File: config.mk
export PLATFORM = sky130hd
export DESIGN_NAME = vga_timing_gen_flat
export DESIGN_NICKNAME = d
export VERILOG_FILES = /design/src/rtl/vga_timing_gen_if.sv /design/src/rtl/vga_timing_gen.sv /design/src/flat_wrapper.sv
export SDC_FILE = /design/constraint.sdc
export NUM_CORES = 1
export LEC_CHECK = 0
export ABC_AREA = 1
export CAP_MARGIN = 5
export CORE_MARGIN = 1
export CORE_UTILIZATION = 53
export CTS_CLUSTER_DIAMETER = 150
export CTS_CLUSTER_SIZE = 24
export DETAILED_ROUTE_END_ITERATION = 10
export HOLD_SLACK_MARGIN = 0.02
export PLACE_DENSITY = 0.87
export SLEW_MARGIN = 25
export SYNTH_ARGS = -nofsm -noshare
export SYNTH_HDL_FRONTEND = slang
export SYNTH_SLANG_ARGS = --single-unit
File: constraint.sdc
create_clock -name clk -period 4.6 [get_ports clk]
set_input_delay 0.46 -clock clk [delete_from_list [all_inputs] [get_ports clk]]
set_output_delay 0.46 -clock clk [all_outputs]
set_load 0.01 [all_outputs]
File: src/rtl/vga_timing_gen_if.sv
// Video bus between the timing generator and the drawing / objects-mux side.
// The generator (master) issues raster coordinates and drives the DAC side;
// the mux (slave) returns the colour for each coordinate after PIPE_DELAY.
interface vga_timing_gen_if;
  logic [10:0] pixelX;
  logic [10:0] pixelY;
  logic        startOfFrame;
  logic [7:0]  frameCount;
  logic [7:0]  redIn;
  logic [7:0]  greenIn;
  logic [7:0]  blueIn;
  logic        hSync;
  logic        vSync;
  logic        blankN;
  logic [7:0]  redOut;
  logic [7:0]  greenOut;
  logic [7:0]  blueOut;

  modport master (
    output pixelX, pixelY, startOfFrame, frameCount,
    output hSync, vSync, blankN, redOut, greenOut, blueOut,
    input  redIn, greenIn, blueIn
  );

  modport slave (
    input  pixelX, pixelY, startOfFrame, frameCount,
    input  hSync, vSync, blankN, redOut, greenOut, blueOut,
    output redIn, greenIn, blueIn
  );
endinterface

File: src/rtl/vga_timing_gen.sv
// Free-running VGA raster generator and video output stage.
// Horizontal and vertical region FSMs produce the coordinates; sync/blank are
// delayed by PIPE_DELAY stages plus one output register so they line up with
// the colour that comes back from the objects mux for the same coordinate.
// The first clock edge after reset release holds the counters at 0,0 so the
// startOfFrame pulse for the first frame is visible to game logic.
module vga_timing_gen #(
  parameter int H_VISIBLE  = 640,
  parameter int H_FRONT    = 16,
  parameter int H_SYNC     = 96,
  parameter int H_BACK     = 48,
  parameter int V_VISIBLE  = 480,
  parameter int V_FRONT    = 10,
  parameter int V_SYNC     = 2,
  parameter int V_BACK     = 33,
  parameter int PIPE_DELAY = 2
) (
  input  logic             clk,
  input  logic             resetN,
  vga_timing_gen_if.master vga
);

  localparam int H_TOTAL = H_VISIBLE + H_FRONT + H_SYNC + H_BACK;
  localparam int V_TOTAL = V_VISIBLE + V_FRONT + V_SYNC + V_BACK;

  // last count of each region
  localparam logic [10:0] H_ACT_END = 11'(H_VISIBLE - 1);
  localparam logic [10:0] H_FP_END  = 11'(H_VISIBLE + H_FRONT - 1);
  localparam logic [10:0] H_SY_END  = 11'(H_VISIBLE + H_FRONT + H_SYNC - 1);
  localparam logic [10:0] H_BP_END  = 11'(H_TOTAL - 1);
  localparam logic [10:0] V_ACT_END = 11'(V_VISIBLE - 1);
  localparam logic [10:0] V_FP_END  = 11'(V_VISIBLE + V_FRONT - 1);
  localparam logic [10:0] V_SY_END  = 11'(V_VISIBLE + V_FRONT + V_SYNC - 1);
  localparam logic [10:0] V_BP_END  = 11'(V_TOTAL - 1);

  typedef enum logic [1:0] {HS_ACT, HS_FP, HS_SYNC, HS_BP} h_state_t;
  typedef enum logic [1:0] {VS_ACT, VS_FP, VS_SYNC, VS_BP} v_state_t;

  typedef struct packed {
    logic hSync;
    logic vSync;
    logic blankN;
  } sync_t;

  localparam sync_t SYNC_IDLE = '{hSync: 1'b1, vSync: 1'b1, blankN: 1'b0};

  h_state_t    r_hState, w_hStateNxt;
  v_state_t    r_vState, w_vStateNxt;
  logic [10:0] r_hCount, w_hCountNxt;
  logic [10:0] r_vCount, w_vCountNxt;
  logic [7:0]  r_frameCount;
  logic        r_started;
  logic        w_lineTick;
  logic        w_frameTick;
  sync_t       w_raw;
  sync_t       w_dly;
  sync_t       r_out;
  logic [7:0]  r_red, r_green, r_blue;

  // released-from-reset flag; gates the counters for one edge after release
  always_ff @(posedge clk or negedge resetN) begin
    if (!resetN) r_started <= 1'b0;
    else         r_started <= 1'b1;
  end

  // horizontal region state and pixel counter
  always_ff @(posedge clk or negedge resetN) begin
    if (!resetN) begin
      r_hState <= HS_ACT;
      r_hCount <= '0;
    end else if (r_started) begin
      r_hState <= w_hStateNxt;
      r_hCount <= w_hCountNxt;
    end
  end

  // horizontal next state: leave a region on its last count, wrap after back porch
  always_comb begin
    w_hStateNxt = r_hState;
    w_hCountNxt = r_hCount + 11'd1;
    w_lineTick  = 1'b0;
    case (r_hState)
      HS_ACT:  if (r_hCount == H_ACT_END) w_hStateNxt = HS_FP;
      HS_FP:   if (r_hCount == H_FP_END)  w_hStateNxt = HS_SYNC;
      HS_SYNC: if (r_hCount == H_SY_END)  w_hStateNxt = HS_BP;
      HS_BP: begin
        if (r_hCount == H_BP_END) begin
          w_hStateNxt = HS_ACT;
          w_hCountNxt = '0;
          w_lineTick  = 1'b1;
        end
      end
      default: w_hStateNxt = HS_ACT;
    endcase
  end

  // vertical region state and line counter, stepped by line ticks
  always_ff @(posedge clk or negedge resetN) begin
    if (!resetN) begin
      r_vState <= VS_ACT;
      r_vCount <= '0;
    end else if (r_started) begin
      r_vState <= w_vStateNxt;
      r_vCount <= w_vCountNxt;
    end
  end

  // vertical next state: same region structure, advancing only on a line tick
  always_comb begin
    w_vStateNxt = r_vState;
    w_vCountNxt = r_vCount;
    w_frameTick = 1'b0;
    if (w_lineTick) begin
      w_vCountNxt = r_vCount + 11'd1;
      case (r_vState)
        VS_ACT:  if (r_vCount == V_ACT_END) w_vStateNxt = VS_FP;
        VS_FP:   if (r_vCount == V_FP_END)  w_vStateNxt = VS_SYNC;
        VS_SYNC: if (r_vCount == V_SY_END)  w_vStateNxt = VS_BP;
        VS_BP: begin
          if (r_vCount == V_BP_END) begin
            w_vStateNxt = VS_ACT;
            w_vCountNxt = '0;
            w_frameTick = 1'b1;
          end
        end
        default: w_vStateNxt = VS_ACT;
      endcase
    end
  end

  // completed-frame counter, modulo 256
  always_ff @(posedge clk or negedge resetN) begin
    if (!resetN)                       r_frameCount <= '0;
    else if (r_started && w_frameTick) r_frameCount <= r_frameCount + 8'd1;
  end

  // undelayed sync/blank for the current coordinate; idle until counting starts
  always_comb begin
    w_raw = SYNC_IDLE;
    if (r_started) begin
      w_raw.hSync  = (r_hState != HS_SYNC);
      w_raw.vSync  = (r_vState != VS_SYNC);
      w_raw.blankN = (r_hState == HS_ACT) && (r_vState == VS_ACT);
    end
  end

  generate
    if (PIPE_DELAY == 0) begin : g_no_pipe
      assign w_dly = w_raw;
    end else begin : g_pipe
      sync_t r_pipe [PIPE_DELAY];
      // shift sync/blank one stage per clock to match the colour latency
      always_ff @(posedge clk or negedge resetN) begin
        if (!resetN) begin
          for (int k = 0; k < PIPE_DELAY; k++) r_pipe[k] <= SYNC_IDLE;
        end else begin
          r_pipe[0] <= w_raw;
          for (int k = 1; k < PIPE_DELAY; k++) r_pipe[k] <= r_pipe[k-1];
        end
      end
      assign w_dly = r_pipe[PIPE_DELAY-1];
    end
  endgenerate

  // output register: sync/blank with the colour, colour forced black when blanked
  always_ff @(posedge clk or negedge resetN) begin
    if (!resetN) begin
      r_out   <= SYNC_IDLE;
      r_red   <= '0;
      r_green <= '0;
      r_blue  <= '0;
    end else begin
      r_out   <= w_dly;
      r_red   <= w_dly.blankN ? vga.redIn   : 8'h00;
      r_green <= w_dly.blankN ? vga.greenIn : 8'h00;
      r_blue  <= w_dly.blankN ? vga.blueIn  : 8'h00;
    end
  end

  assign vga.pixelX       = r_hCount;
  assign vga.pixelY       = r_vCount;
  assign vga.startOfFrame = r_started && (r_hCount == '0) && (r_vCount == '0);
  assign vga.frameCount   = r_frameCount;
  assign vga.hSync        = r_out.hSync;
  assign vga.vSync        = r_out.vSync;
  assign vga.blankN       = r_out.blankN;
  assign vga.redOut       = r_red;
  assign vga.greenOut     = r_green;
  assign vga.blueOut      = r_blue;

endmodule

File: src/flat_wrapper.sv
// flat-port wrapper written by rule: the top's interface ports become plain ports
module vga_timing_gen_flat 
#(
  parameter int H_VISIBLE  = 640,
  parameter int H_FRONT    = 16,
  parameter int H_SYNC     = 96,
  parameter int H_BACK     = 48,
  parameter int V_VISIBLE  = 480,
  parameter int V_FRONT    = 10,
  parameter int V_SYNC     = 2,
  parameter int V_BACK     = 33,
  parameter int PIPE_DELAY = 2
)
  (clk, resetN, vga_pixelX, vga_pixelY, vga_startOfFrame, vga_frameCount, vga_hSync, vga_vSync, vga_blankN, vga_redOut, vga_greenOut, vga_blueOut, vga_redIn, vga_greenIn, vga_blueIn);
  vga_timing_gen_if vga_i ();
  input  logic clk;
  input  logic resetN;
  output wire logic [$bits(vga_i.pixelX)-1:0] vga_pixelX;
  output wire logic [$bits(vga_i.pixelY)-1:0] vga_pixelY;
  output wire logic [$bits(vga_i.startOfFrame)-1:0] vga_startOfFrame;
  output wire logic [$bits(vga_i.frameCount)-1:0] vga_frameCount;
  output wire logic [$bits(vga_i.hSync)-1:0] vga_hSync;
  output wire logic [$bits(vga_i.vSync)-1:0] vga_vSync;
  output wire logic [$bits(vga_i.blankN)-1:0] vga_blankN;
  output wire logic [$bits(vga_i.redOut)-1:0] vga_redOut;
  output wire logic [$bits(vga_i.greenOut)-1:0] vga_greenOut;
  output wire logic [$bits(vga_i.blueOut)-1:0] vga_blueOut;
  input wire logic [$bits(vga_i.redIn)-1:0] vga_redIn;
  input wire logic [$bits(vga_i.greenIn)-1:0] vga_greenIn;
  input wire logic [$bits(vga_i.blueIn)-1:0] vga_blueIn;
  assign vga_pixelX = vga_i.pixelX;
  assign vga_pixelY = vga_i.pixelY;
  assign vga_startOfFrame = vga_i.startOfFrame;
  assign vga_frameCount = vga_i.frameCount;
  assign vga_hSync = vga_i.hSync;
  assign vga_vSync = vga_i.vSync;
  assign vga_blankN = vga_i.blankN;
  assign vga_redOut = vga_i.redOut;
  assign vga_greenOut = vga_i.greenOut;
  assign vga_blueOut = vga_i.blueOut;
  assign vga_i.redIn = vga_redIn;
  assign vga_i.greenIn = vga_greenIn;
  assign vga_i.blueIn = vga_blueIn;
  vga_timing_gen #(.H_VISIBLE(H_VISIBLE), .H_FRONT(H_FRONT), .H_SYNC(H_SYNC), .H_BACK(H_BACK), .V_VISIBLE(V_VISIBLE), .V_FRONT(V_FRONT), .V_SYNC(V_SYNC), .V_BACK(V_BACK), .PIPE_DELAY(PIPE_DELAY)) u_core (.clk(clk), .resetN(resetN), .vga(vga_i));
endmodule
# Yosys cells after proc, flatten, opt, wreduce, memory -nomap -nowiden
# Index checks and enable logic that the tools add are counted.
# totals
out_inout_bits,58
word_cells,79
input_bits,26
reg_bits,68
# op_classes
addsub,3
n_reduce_logical,11
n_eq_ne,24
mux,23
# ops
cell,n
$eq A11 B10 Y1 const B,5
$mux W11,4
$eq A11 B9 Y1 const B,3
$mux W8,3
$add A11 B1 Y11 const B,2
$logic_not A11 Y1,2
$mux W2,8
$ne A2 B1 Y1 const B,8
$pmux W2 S4,2
$add A8 B1 Y8 const B,1
$eq A2 B2 Y1 const B,4
$reduce_and A6 Y1,1
$mux W1,5
$reduce_and A5 Y1,1
$eq A2 B1 Y1 const B,2
$logic_and A1 B1 Y1,4
$logic_not A2 Y1,2
$ne A2 B2 Y1 const B,2
$mux W3,1
$reduce_and A2 Y1,1

# Longest topological paths before layout
# depth
ltp_word,5
mapped_depth,11
depth_no_buf,11

# Worst setup path after synthesis
# No wires, ideal clock.
# synth_timing
kind,register to output
from,reg u_core.r_started
to,out vga_startOfFrame
t_arrival_ns,1.248
slack_ns,2.892
t_required_ns,4.140
n_path_buf,1
path_stages_with_launch,6
cell_sequence,dfrtp_1 > buf_2 > inv_1 > nor4_1 > nand3_1 > nor3_1
# synth_via
elab_chain_len,2
# synth_lines
element,line,source
from (decl),vga_timing_gen.sv:52,logic r_started;
from (signal assigned),vga_timing_gen.sv:62,if (!resetN) r_started <= 1'b0;
from (signal assigned),vga_timing_gen.sv:63,else r_started <= 1'b1;
$logic_and A1 B1 Y1 (2 in a row),vga_timing_gen.sv:182,assign vga.startOfFrame = r_started && (r_hCount == '0) && (r_vCount == '0);
to (decl),flat_wrapper.sv:20,output wire logic [$bits(vga_i.startOfFrame)-1:0] vga_startOfFrame;
# No other way between the ends.

# Final worst setup path
# Same ends and word-level chain as after synthesis.

==> impl_metrics.xml <==
<?xml version="1.0" encoding="UTF-8"?>
<metrics>
  <group name="outcome">
    <metric name="run_status" unit="">complete, no violations</metric>
  </group>
  <group name="clock_tree">
    <metric name="cts-buffers-inserted" unit="">9</metric>
    <metric name="worst_setup_hold_path_clk_slew" unit="ns">0.08</metric>
    <metric name="cts.repair_timing.setup_buffer_count" unit="">0</metric>
    <metric name="htreeDepth" unit="">3</metric>
    <metric name="cts.root.buffer_cell" unit="">clkbuf_8</metric>
    <metric name="clock_path_buffers" unit="">2</metric>
    <metric name="cts_hold_buffers" unit="">0</metric>
    <metric name="postCtsResizedCells" unit="">0</metric>
    <metric name="clk-insertion-delay-late" unit="ns">0.35</metric>
    <metric name="numClockSinks" unit="">68</metric>
    <metric name="cts_tree" unit="">built</metric>
  </group>
  <group name="sta">
    <metric name="slew_headroom" unit="%">43.83</metric>
    <metric name="rsz_0062_raised_after_global_routing" unit="">no</metric>
    <metric name="finalHoldViolations" unit="">0</metric>
    <metric name="final-max-slew-violation-count" unit="">0</metric>
    <metric name="layout_worst_path_cycle_share" unit="%">65.43</metric>
    <metric name="timing.clock.skew" unit="ns">0.008273</metric>
    <metric name="worst_margin_pin_slew" unit="ns">0.8426</metric>
    <metric name="final.hold.worst_slack" unit="ns">0.3025</metric>
    <metric name="fin_crit" unit="ns">3.010</metric>
    <metric name="timing.fmax" unit="MHz">332.3</metric>
    <metric name="final.setup.tns" unit="ns">0</metric>
    <metric name="setup_viol" unit="">0</metric>
  </group>
  <group name="synth">
    <metric name="ys_seq_elements" unit="">68</metric>
    <metric name="synthesized_netlist_net_count" unit="">451</metric>
    <metric name="synth_seq_area_share" unit="%">49.75</metric>
    <metric name="ys.warnings.count" unit="">0</metric>
    <metric name="post_synth.cell_area_avg" unit="µm²">8.360</metric>
    <metric name="mappedNetlistArea" unit="µm²">3436</metric>
    <metric name="synthCells" unit="">411</metric>
    <metric name="yosys.cell_types.count" unit="">35</metric>
  </group>
  <group name="global_routing">
    <metric name="global_route_wire_length_before_repair" unit="µm">12600</metric>
    <metric name="grt_busiest_layer" unit="">met2</metric>
    <metric name="first_global_vias" unit="">2751</metric>
    <metric name="grtUsageTotal" unit="%">25.18</metric>
    <metric name="grt_antenna_before_repair" unit="">0</metric>
    <metric name="globalRouteMet1Util" unit="%">31.22</metric>
    <metric name="grt_max_degree" unit="">69</metric>
    <metric name="grtUsageMet3" unit="%">5.165</metric>
    <metric name="global_route.overflow_total" unit="">0</metric>
    <metric name="grt_util_met2" unit="%">42.56</metric>
  </group>
  <group name="layout">
    <metric name="post-route-util" unit="%">73.79</metric>
    <metric name="finish.instance_area" unit="µm²">4498</metric>
    <metric name="nets" unit="">538</metric>
    <metric name="num_antenna_cells" unit="">0</metric>
    <metric name="drive_above_1_share" unit="%">8.549</metric>
    <metric name="layout.cells.most_common_list" unit="">120 x nand2_1, 82 x clkdlybuf4s50_1, 62 x inv_1, 62 x dfrtp_1, 33 x nand3_1</metric>
    <metric name="area_growth_syn_to_layout" unit="%">30.92</metric>
    <metric name="layout_commonest_cell" unit="">nand2_1</metric>
  </group>
  <group name="floorplan">
    <metric name="floorplan.die_area" unit="µm²">6809</metric>
    <metric name="row_count" unit="">28</metric>
    <metric name="die_x" unit="µm">82.52</metric>
    <metric name="initial_standard_cell_utilization_of_the_core" unit="%">56.36</metric>
    <metric name="core_area" unit="µm²">6096</metric>
    <metric name="die_h" unit="µm">82.52</metric>
    <metric name="design.portCount" unit="">84</metric>
  </group>
  <group name="placement">
    <metric name="routabilityCongestion" unit="">0.9150</metric>
    <metric name="place_hpwl" unit="µm">5556</metric>
    <metric name="placed_cell_area" unit="µm²">4313</metric>
    <metric name="io_buffer_count" unit="">83</metric>
  </group>
  <group name="drt">
    <metric name="ant_nets" unit="">0</metric>
    <metric name="drc_errors" unit="">0</metric>
    <metric name="viasPerCell" unit="">4.998</metric>
    <metric name="dr.first_iter.drc_count" unit="">164</metric>
    <metric name="drt-pass1-iter-count" unit="">4</metric>
    <metric name="detail_route.wirelength" unit="µm">7928</metric>
    <metric name="post_drt_wl_per_cell" unit="µm">13.72</metric>
    <metric name="vias" unit="">2889</metric>
  </group>
  <group name="power">
    <metric name="power_density" unit="nW/µm²">317.2</metric>
    <metric name="power.leakage" unit="nW">2.277</metric>
    <metric name="post-layout-total-power" unit="mW">1.427</metric>
    <metric name="vdd_ir_drop_max" unit="V">0.0002530</metric>
  </group>
  <group name="run">
    <metric name="max-cap-violations" unit="">0</metric>
  </group>
  <group name="critical_path">
    <metric name="worstSetupStartpointType" unit="">flop</metric>
    <metric name="crit_path_max_fanout" unit="">20</metric>
    <metric name="worst-endpoint-required" unit="ns">4.14</metric>
    <metric name="path_cells" unit="">inv_1, nor4_1, nand3_1, nor3_1, clkdlybuf4s50_1</metric>
    <metric name="crit_path_end_kind" unit="">output port</metric>
    <metric name="critical_path.max_stage_delay" unit="ns">0.79</metric>
    <metric name="data_arrival_time_of_the_critical_path" unit="ns">2.55</metric>
    <metric name="criticalPathCategory" unit="">flop to output port</metric>
    <metric name="cpMaxStageDelayCell" unit="">dfrtp_1</metric>
  </group>
  <group name="worst_hold_path">
    <metric name="holdCritPathClass" unit="">input port to asynchronous set/reset pin</metric>
  </group>
</metrics>
state kept, by name, summed over array words and instances, names as in the netlist:
register / count
u_core.r_hState: 2
u_core.vga.vSync: 1
u_core.vga.hSync: 1
u_core.vga.pixelX: 11
u_core.vga.blueOut: 8
u_core.r_vState: 2
u_core.vga.frameCount: 8
u_core.vga.greenOut: 8
u_core.vga.blankN: 1
u_core.r_started: 1
u_core.g_pipe.r_pipe: 6
u_core.vga.redOut: 8
u_core.vga.pixelY: 11
path summary, 6_finish.rpt:
path / end / startpoint / cells after the start / slack, ns
max: vga_startOfFrame / u_core.r_started / 5 / 1.59
min: u_core.vga.greenOut[1] / resetN / 2 / 0.30
max reg2reg: u_core.vga.pixelX[10] / u_core.r_started / 6 / 2.67
min reg2reg: u_core.g_pipe.r_pipe[0] / u_core.g_pipe.r_pipe[3] / 0 / 0.35
max in group asynchronous: u_core.r_hState[0] / resetN / 2 / 3.76
min in group clk: u_core.g_pipe.r_pipe[0] / u_core.g_pipe.r_pipe[3] / 0 / 0.35
report_power, final:
group	switching, mW	internal [mW]
Clock	0.242	0.214
Sequential	0.0539	0.637
Combinational	0.149	0.131
Total	0.445	0.982
area by class of cell:
cell class | count | area, µm²
Timing Repair Buffer | 84 | 833.3
Sequential cell | 68 | 1709
Tap cell | 75 | 93.84
Clock inverter | 6 | 47.55
Clock buffer | 10 | 137.6
Inverter | 65 | 245.2
Fill cell | 433 | 1598
Multi-Input combinational cell | 270 | 1431
metrics by stage:
| step | instances | setup slack [ns] |
|---|---|---|
| 6_report | 578 | 1.590 |
| 5_1_grt | 578 | 1.417 |
| 4_1_cts | 578 | 1.608 |
| 3_5_place_dp | 562 | 2.012 |
| 3_3_place_gp | 562 | 2.011 |
| 2_1_floorplan | 411 | 2.892 |
cell families (layout without fill, tap and decap cells):
logic type | after synthesis | count (layout) | synth area share, %
xor+xnor | 16 | 16 | 4.079
other cells | 1 | 1 | 0.1091
buf+inv | 73 | 165 | 8.594
flops | 68 | 68 | 49.75
compound gates | 20 | 20 | 3.278
simple gates | 219 | 219 | 29.10
fa+ha+maj | 14 | 14 | 5.098
cell usage after synthesis:
| cell type | number | area share (%) |
|---|---|---|
| a21oi_1 | 1 | 0.15 |
| a31oi_1 | 1 | 0.18 |
| buf_2 | 1 | 0.15 |
| buf_4 | 3 | 0.66 |
| buf_6 | 1 | 0.33 |
| clkbuf_1 | 3 | 0.33 |
| clkinv_2 | 1 | 0.15 |
| conb_1 | 1 | 0.11 |
| dfrtp_1 | 62 | 45 |
| dfstp_2 | 6 | 4.6 |
| ha_1 | 14 | 5.1 |
| inv_1 | 62 | 6.8 |
| inv_2 | 2 | 0.22 |
| nand2_1 | 120 | 13 |
| nand2_2 | 5 | 0.91 |
| nand2_4 | 1 | 0.33 |
| nand3_1 | 33 | 4.8 |
| nand3b_1 | 1 | 0.22 |
| nand4_1 | 9 | 1.6 |
| nand4_4 | 1 | 0.62 |
| nor2_1 | 27 | 2.9 |
| nor2_2 | 4 | 0.73 |
| nor2_4 | 1 | 0.33 |
| nor2_8 | 1 | 0.58 |
| nor3_1 | 12 | 1.7 |
| nor3_2 | 1 | 0.29 |
| nor3_4 | 1 | 0.47 |
| nor4_1 | 1 | 0.18 |
| o211ai_1 | 4 | 0.87 |
| o21ai_0 | 12 | 1.7 |
| o21ai_1 | 1 | 0.15 |
| o22ai_1 | 1 | 0.18 |
| or2_2 | 1 | 0.18 |
| xnor2_1 | 4 | 1.0 |
| xor2_1 | 12 | 3.1 |
critical path, delay by kind of cell (launching register included):
family | cells | cell delay (ns)
buffers and inverters | 2 | 0.81
AND/OR/NAND/NOR | 3 | 0.60
flip-flops | 1 | 0.79
per-layer routing:
layer | share of wire (%) | routed length (µm) | vias up
li1 | - | - | 1445
met1 | 43 | 3375 | 1334
met2 | 48 | 3812 | 98
met3 | 7.8 | 622 | 12
met4 | 1.5 | 117 | 0
met5 | 0 | 0 | -
No activity file was read; power rests on OpenSTA's default activity.
